==> config.mk <==
export PLATFORM = sky130hd
export DESIGN_NAME = image_resize_nearest_ctrl
export DESIGN_NICKNAME = d
export VERILOG_FILES = /design/src/rtl/image_resize_nearest_ctrl_pkg.sv /design/src/rtl/image_resize_nearest_ctrl_tagger.sv /design/src/rtl/image_resize_nearest_ctrl.sv
export SDC_FILE = /design/constraint.sdc
export NUM_CORES = 1
export LEC_CHECK = 0
export BUFFER_PORTS_ARGS = -buffer_cell sky130_fd_sc_hd__buf_4
export CORE_ASPECT_RATIO = 0.7
export CORE_MARGIN = 1
export CORE_UTILIZATION = 40
export DETAILED_ROUTE_END_ITERATION = 12
export SYNTH_ARGS = -nofsm -noshare
export SYNTH_HDL_FRONTEND = slang
export SYNTH_HIERARCHICAL = 1
export SYNTH_SLANG_ARGS = --single-unit
==> constraint.sdc <==
create_clock -name clk -period 9.2 [get_ports clk]
set_input_delay 1.84 -clock clk [delete_from_list [all_inputs] [get_ports clk]]
set_output_delay 1.84 -clock clk [all_outputs]
set_load 0.01 [all_outputs]
==> src/rtl/image_resize_nearest_ctrl_pkg.sv <==
// Shared widths, step type and FSM states for the nearest-neighbour resize controller.
package resize_pkg;

    localparam int ADDR_W = 11;
    localparam int FRAC_W = 16;
    localparam int DATA_W = 24;

    typedef logic [ADDR_W+FRAC_W-1:0] step_t;

    typedef enum logic [1:0] {
        IDLE,
        EMIT,
        DECIDE,
        RELEASE
    } state_t;

endpackage

==> src/rtl/image_resize_nearest_ctrl_tagger.sv <==
// Output register stage: re-times line buffer read data and tags line/frame boundaries.
module resize_out_tagger #(
    parameter int ADDR_W = resize_pkg::ADDR_W,
    parameter int DATA_W = resize_pkg::DATA_W
) (
    input  logic              clk,
    input  logic              reset,
    input  logic [ADDR_W-1:0] dst_width,
    input  logic [ADDR_W-1:0] dst_height,
    input  logic              lb_valid,
    input  logic [DATA_W-1:0] lb_data,
    output logic              valid_o,
    output logic [DATA_W-1:0] data_o,
    output logic              sol_o,
    output logic              eol_o,
    output logic              eof_o
);
    import resize_pkg::*;

    logic [ADDR_W-1:0] out_x;
    logic [ADDR_W-1:0] out_y;
    logic              last_x;
    logic              last_y;

    assign last_x = (out_x == dst_width - 1'b1);
    assign last_y = (out_y == dst_height - 1'b1);

    // Counters follow the pixels actually returned, so markers stay aligned with data.
    always_ff @(posedge clk or posedge reset) begin
        if (reset) begin
            valid_o <= 1'b0;
            data_o  <= '0;
            sol_o   <= 1'b0;
            eol_o   <= 1'b0;
            eof_o   <= 1'b0;
            out_x   <= '0;
            out_y   <= '0;
        end else begin
            valid_o <= lb_valid;
            data_o  <= lb_data;
            sol_o   <= lb_valid && (out_x == '0);
            eol_o   <= lb_valid && last_x;
            eof_o   <= lb_valid && last_x && last_y;
            if (lb_valid) begin
                if (last_x) begin
                    out_x <= '0;
                    out_y <= last_y ? '0 : out_y + 1'b1;
                end else begin
                    out_x <= out_x + 1'b1;
                end
            end
        end
    end

endmodule

==> src/rtl/image_resize_nearest_ctrl.sv <==
// Nearest-neighbour scaler: walks source lines from the line buffer with Q11.16 step
// accumulators, repeating or releasing rows, and streams the scaled pixels out.
module image_resize_nearest_ctrl #(
    parameter int ADDR_W = resize_pkg::ADDR_W,
    parameter int FRAC_W = resize_pkg::FRAC_W,
    parameter int DATA_W = resize_pkg::DATA_W
) (
    input  logic                     clk,
    input  logic                     reset,
    input  logic [ADDR_W-1:0]        src_width,
    input  logic [ADDR_W-1:0]        src_height,
    input  logic [ADDR_W-1:0]        dst_width,
    input  logic [ADDR_W-1:0]        dst_height,
    input  logic [ADDR_W+FRAC_W-1:0] h_step,
    input  logic [ADDR_W+FRAC_W-1:0] v_step,
    input  logic                     lb_rd_ready,
    output logic                     lb_rd_en,
    output logic [ADDR_W-1:0]        lb_rd_addr,
    output logic                     lb_rd_finish,
    input  logic                     lb_valid,
    input  logic [DATA_W-1:0]        lb_data,
    output logic                     valid_o,
    output logic [DATA_W-1:0]        data_o,
    output logic                     sol_o,
    output logic                     eol_o,
    output logic                     eof_o
);
    import resize_pkg::*;

    localparam int ACC_W = ADDR_W + FRAC_W;

    state_t            state;
    logic              cfg_pending;
    logic              cfg_load;
    logic [ADDR_W-1:0] src_w_q;
    logic [ADDR_W-1:0] src_h_q;
    logic [ADDR_W-1:0] dst_w_q;
    logic [ADDR_W-1:0] dst_h_q;
    logic [ACC_W-1:0]  h_step_q;
    logic [ACC_W-1:0]  v_step_q;

    logic [ADDR_W-1:0] src_row;
    logic [ADDR_W-1:0] dst_row;
    logic [ADDR_W-1:0] x_cnt;
    logic [ACC_W-1:0]  v_acc;
    logic [ACC_W-1:0]  h_acc;

    logic [ADDR_W-1:0] tgt;
    logic [ADDR_W-1:0] h_idx;
    logic [ADDR_W-1:0] src_w_max;
    logic [ADDR_W-1:0] rd_idx;
    logic              row_wanted;
    logic              src_last;
    logic              last_read;

    assign tgt        = v_acc[ACC_W-1:FRAC_W];
    assign h_idx      = h_acc[ACC_W-1:FRAC_W];
    assign src_w_max  = src_w_q - 1'b1;
    assign rd_idx     = (h_idx > src_w_max) ? src_w_max : h_idx;
    assign row_wanted = (dst_row < dst_h_q) && (dst_w_q != '0) && (tgt == src_row);
    assign src_last   = (src_row == src_h_q - 1'b1);
    assign last_read  = (x_cnt == dst_w_q);

    // Config is sampled once after reset and again only on the frame-wrap release.
    assign cfg_load = ((state == IDLE) && cfg_pending) || ((state == RELEASE) && src_last);

    always_ff @(posedge clk or posedge reset) begin
        if (reset) begin
            src_w_q  <= '0;
            src_h_q  <= '0;
            dst_w_q  <= '0;
            dst_h_q  <= '0;
            h_step_q <= '0;
            v_step_q <= '0;
        end else if (cfg_load) begin
            src_w_q  <= src_width;
            src_h_q  <= src_height;
            dst_w_q  <= dst_width;
            dst_h_q  <= dst_height;
            h_step_q <= h_step;
            v_step_q <= v_step;
        end
    end

    // Entering EMIT issues the x=0 read immediately, so h_acc starts one step ahead.
    always_ff @(posedge clk or posedge reset) begin
        if (reset) begin
            state        <= IDLE;
            cfg_pending  <= 1'b1;
            lb_rd_en     <= 1'b0;
            lb_rd_addr   <= '0;
            lb_rd_finish <= 1'b0;
            src_row      <= '0;
            dst_row      <= '0;
            x_cnt        <= '0;
            v_acc        <= '0;
            h_acc        <= '0;
        end else begin
            lb_rd_en     <= 1'b0;
            lb_rd_finish <= 1'b0;
            case (state)
                IDLE: begin
                    if (cfg_pending) begin
                        cfg_pending <= 1'b0;
                    end else if (lb_rd_ready) begin
                        if (row_wanted) begin
                            state      <= EMIT;
                            lb_rd_en   <= 1'b1;
                            lb_rd_addr <= '0;
                            h_acc      <= h_step_q;
                            x_cnt      <= ADDR_W'(1);
                        end else begin
                            state        <= RELEASE;
                            lb_rd_finish <= 1'b1;
                        end
                    end
                end
                EMIT: begin
                    if (last_read) begin
                        dst_row <= dst_row + 1'b1;
                        v_acc   <= v_acc + v_step_q;
                        state   <= DECIDE;
                    end else begin
                        lb_rd_en   <= 1'b1;
                        lb_rd_addr <= rd_idx;
                        h_acc      <= h_acc + h_step_q;
                        x_cnt      <= x_cnt + 1'b1;
                    end
                end
                DECIDE: begin
                    if (row_wanted) begin
                        state      <= EMIT;
                        lb_rd_en   <= 1'b1;
                        lb_rd_addr <= '0;
                        h_acc      <= h_step_q;
                        x_cnt      <= ADDR_W'(1);
                    end else begin
                        state        <= RELEASE;
                        lb_rd_finish <= 1'b1;
                    end
                end
                RELEASE: begin
                    state <= IDLE;
                    if (src_last) begin
                        src_row <= '0;
                        dst_row <= '0;
                        v_acc   <= '0;
                    end else begin
                        src_row <= src_row + 1'b1;
                    end
                end
                default: state <= IDLE;
            endcase
        end
    end

    resize_out_tagger #(
        .ADDR_W(ADDR_W),
        .DATA_W(DATA_W)
    ) u_tagger (
        .clk        (clk),
        .reset      (reset),
        .dst_width  (dst_w_q),
        .dst_height (dst_h_q),
        .lb_valid   (lb_valid),
        .lb_data    (lb_data),
        .valid_o    (valid_o),
        .data_o     (data_o),
        .sol_o      (sol_o),
        .eol_o      (eol_o),
        .eof_o      (eof_o)
    );

endmodule

==> results.md <==
- Drt pass-1 iters: 5
- Crit path required time: 9630 ps
- Largest net degree at the start of global routing: 132
- Leakage: 8.354 nW
- Io pins: 167
- RSZ-0062 raised after global routing: no
- R2R depth: 9
- Setup TNS Final: 0 ps
- Hold Path Depth: 2
- Max_slew headroom: 30.91%
- Die Width: 229.7 um
- Top Family by Delay on Critical Path: compound AO/OA/AOI/OAI gates
- Critical path fanouts, max: 81
- Antenna cells: 0
- Synth area leaders: dfrtp_1 43%, ha_1 7.2%, mux2_2 6.1%
- Drt via density: 5.421
- Pwr per Cell Area: 197.0 mW/mm^2
- Ys flop type: dfrtp_1
- Register area: 0.006282 sq mm
- Worst Skew: 11.78 ps
- Nets: 1828
- Vias: 11428
- Cell count after synthesis: 1461
- Total CTS buffers: 28
- Max incr delay on CP: 780 ps
- Worst path arrival time: 4700 ps
- Initial DRC Count: 629
- Setup-failing EPs final: 0
- Detail Placement HPWL: 25110 um
- Maxcap violations: 0
- Outcome: completed
- # DRC: 0
- Final hold vios: 0
- Die Y-Extent: 161.4 um
- Reg-to-reg endpoint: dst_h_q[0]
- CTS Hold Bufs: 0
- Synth top area share: 43.10%
- Post-synth EDFFs: 0
- CTS tree: yes
- Crit path depth: 9
- Fmax: 234.0 MHz
- Gp weighted congestion: 0.8546
- Crit-path slowest cell: buf_4
- Number of global-route vias before repair: 10814
- Slew of the pin with the lowest slew margin: 1035 ps
- Area delta synth->final: 18.52%
- Hold path start: lb_rd_addr[9]
- Initial Util: 41.20%
- Final setup margin: 4927 ps
- Drt wl/cell: 16.68 um
- Final min period: 4273 ps
- Buffers and inverters on the worst path: 2
- Worst r2r src: src_h_q[2]
- First-pass GRT wire length: 57910 um
- Detail Route Antenna Nets: 0
- CP Launch Type: flip-flop
- Final Max Tran Viols: 0
- Routed WL: 35150 um
- Placed Cells incl. Taps: 2059
- Async SR Flop Fraction: 100.0%
- Synth area leader: dfrtp_1
- Hold Path Sink: lb_rd_addr[9]
- Register area share after synthesis: 43.28%
- Reg2Reg Setup Slack: 4930 ps
- Peak VDD IR: 0.1351 mV
- Core Area: 0.03523 sq mm
- Fill cell count: 3332
- Distinct cell type count after synthesis: 80
- Row count: 57
- Post-cts gate resize count: 0
- Syn nets: 1672
- Clk buf depth: 3
- Synth Area per Inst: 9.936 sq um
- Crit-path cells: or3_1, or3_1, a2111oi_2, o2111ai_1, nor4_4, buf_4, a21o_4, buf_4, mux2_2
- Synth Warn #: 6
- Worst skew pair latency: 550 ps
- Worst setup path class: flip-flop to flip-flop
- Final instance count without filler cells: 2108
- PortBufs: 166
- Multi-input gate area: 0.007834 sq mm
- Critical Path End Type: flip-flop
- Die footprint: 0.03707 sq mm
- Initial antenna violation count: 0
- Final period util: 46.44%
- Hold WC Path Type: flip-flop to flip-flop
- CTS root buf: clkbuf_16
- Clock sinks: 251
- Layout cell share with drive strength beyond 1: 20.35%
- Grt total ovfl: 0
- Post-CTS Repair Setup Buffers: 0
- GRT Total Usage: 19.03%
- Setup WS pre-CTS: 4933 ps
- Flops & latches, synth: 251
- Synthesized area: 0.01452 sq mm
- Clock-pin slew on the worst setup and hold paths: 60 ps
- # H-tree levels: 1
==> metrics by stage <==
| step | utilization (%) | hold slack [ps] | cell area (sq um) | total power, mW |
|---|---|---|---|---|
| floorplan | - | 445.9 | 14520 | 1.941 |
| global placement | 46.11 | 466.8 | 16250 | 2.230 |
| detailed placement | 46.11 | 472.0 | 16250 | 2.244 |
| CTS | 48.84 | 486.7 | 17210 | 3.436 |
| global route | 48.84 | 498.5 | 17210 | 3.594 |
| finish | 48.84 | 482.0 | 17210 | 3.390 |
==> worst max path at each step <==
stage,from,end,slack (ps)
2_1_floorplan,reset,dst_h_q[0],1880
3_3_place_gp,src_h_q[2],src_w_q[10],5020
3_5_place_dp,src_h_q[2],v_step_q[6],4930
4_1_cts,src_h_q[2],src_w_q[5],4920
5_1_grt,src_h_q[2],v_step_q[3],4650
6_report,src_h_q[2],dst_h_q[0],4930
==> cells in the final DEF (no fill, tap or decap), types with 8 or more instances in the layout <==
master | netlist | layout
ha_1 | 83 | 83
o21ai_0 | 89 | 89
a31oi_1 | 11 | 11
nor2b_1 | 15 | 15
a22o_1 | 22 | 22
nor3_1 | 27 | 27
buf_4 | 8 | 176
clkbuf_16 | 0 | 29
o31ai_1 | 22 | 21
xor2_1 | 48 | 48
a211oi_1 | 15 | 15
a21o_1 | 31 | 30
and2_1 | 17 | 17
nand4_1 | 25 | 25
xnor2_1 | 71 | 71
nand2b_1 | 21 | 20
nor2_1 | 93 | 92
mux2_2 | 79 | 79
mux2i_1 | 9 | 9
a21oi_1 | 61 | 61
o221ai_1 | 9 | 8
or3_1 | 17 | 17
and3_1 | 16 | 16
inv_1 | 56 | 54
dfrtp_1 | 250 | 250
nand3_1 | 37 | 37
nor4_1 | 20 | 19
nand2_1 | 141 | 141
o211ai_1 | 15 | 15
==> worst register-to-register path, cell delays in order, from the launching register on <==
cell and delay, ps:
dfrtp_1 440, or3_1 410, or3_1 390, a2111oi_2 350, o2111ai_1 270, nor4_4 260, buf_4 290, a21o_4 460
buf_4 790, mux2_2 500
==> cells in the mapped netlist (all sizes together) (4+ instances only) <==
| cell type | instances |
|---|---|
| a211oi | 15 |
| a21o | 31 |
| a21oi | 61 |
| a22o | 22 |
| a31o | 4 |
| a31oi | 11 |
| a32o | 5 |
| and2 | 17 |
| and3 | 16 |
| buf | 18 |
| clkbuf | 32 |
| dfrtp | 250 |
| ha | 83 |
| inv | 56 |
| mux2 | 83 |
| mux2i | 9 |
| nand2 | 141 |
| nand2b | 21 |
| nand3 | 37 |
| nand3b | 4 |
| nand4 | 25 |
| nor2 | 93 |
| nor2b | 15 |
| nor3 | 27 |
| nor3b | 6 |
| nor4 | 24 |
| o211ai | 15 |
| o21a | 6 |
| o21ai | 93 |
| o221ai | 9 |
| o22ai | 7 |
| o31ai | 23 |
| or2 | 7 |
| or3 | 17 |
| or4 | 5 |
| xnor2 | 71 |
| xor2 | 48 |
==> cell families after synthesis <==
| family | share of synthesized area (%) |
|---|---|
| mux | 7.059 |
| compound gates | 15.78 |
| simple gates | 16.17 |
| fa+ha+maj | 7.430 |
| buf+inv | 3.103 |
| xor+xnor | 7.180 |
| flops | 43.28 |
==> layer usage <==
layer,vias up,GRT usage (%),routed length [um]
met5,-,0,0
met4,0,3.070,509
met3,35,2.578,1496
met2,240,28.21,15010
met1,5538,29.69,18140
li1,5615,-,-
==> registers in the layout, summed over array words and instances (netlist names), 24 cells and up <==
name	flops
h_step_q	27
v_acc	27
v_step_q	27
u_tagger/data_o	24
h_acc	27
==> where the power goes <==
part	switching (mW)	internal (mW)
combinational	0.539	0.358
clock	0.460	0.704
sequential	0.123	1.21
total	1.12	2.27
==> layout make-up <==
| type | count | area share, % |
|---|---|---|
| well taps | 472 | 3.432 |
| multi-input cells | 1104 | 45.53 |
| repair buffers | 176 | 7.679 |
| clock inverters | 12 | 0.8363 |
| inverters | 56 | 1.265 |
| flip-flops and latches | 251 | 36.51 |
| clock buffers | 37 | 4.741 |
Note: power is estimated with default switching activity, not from simulation.
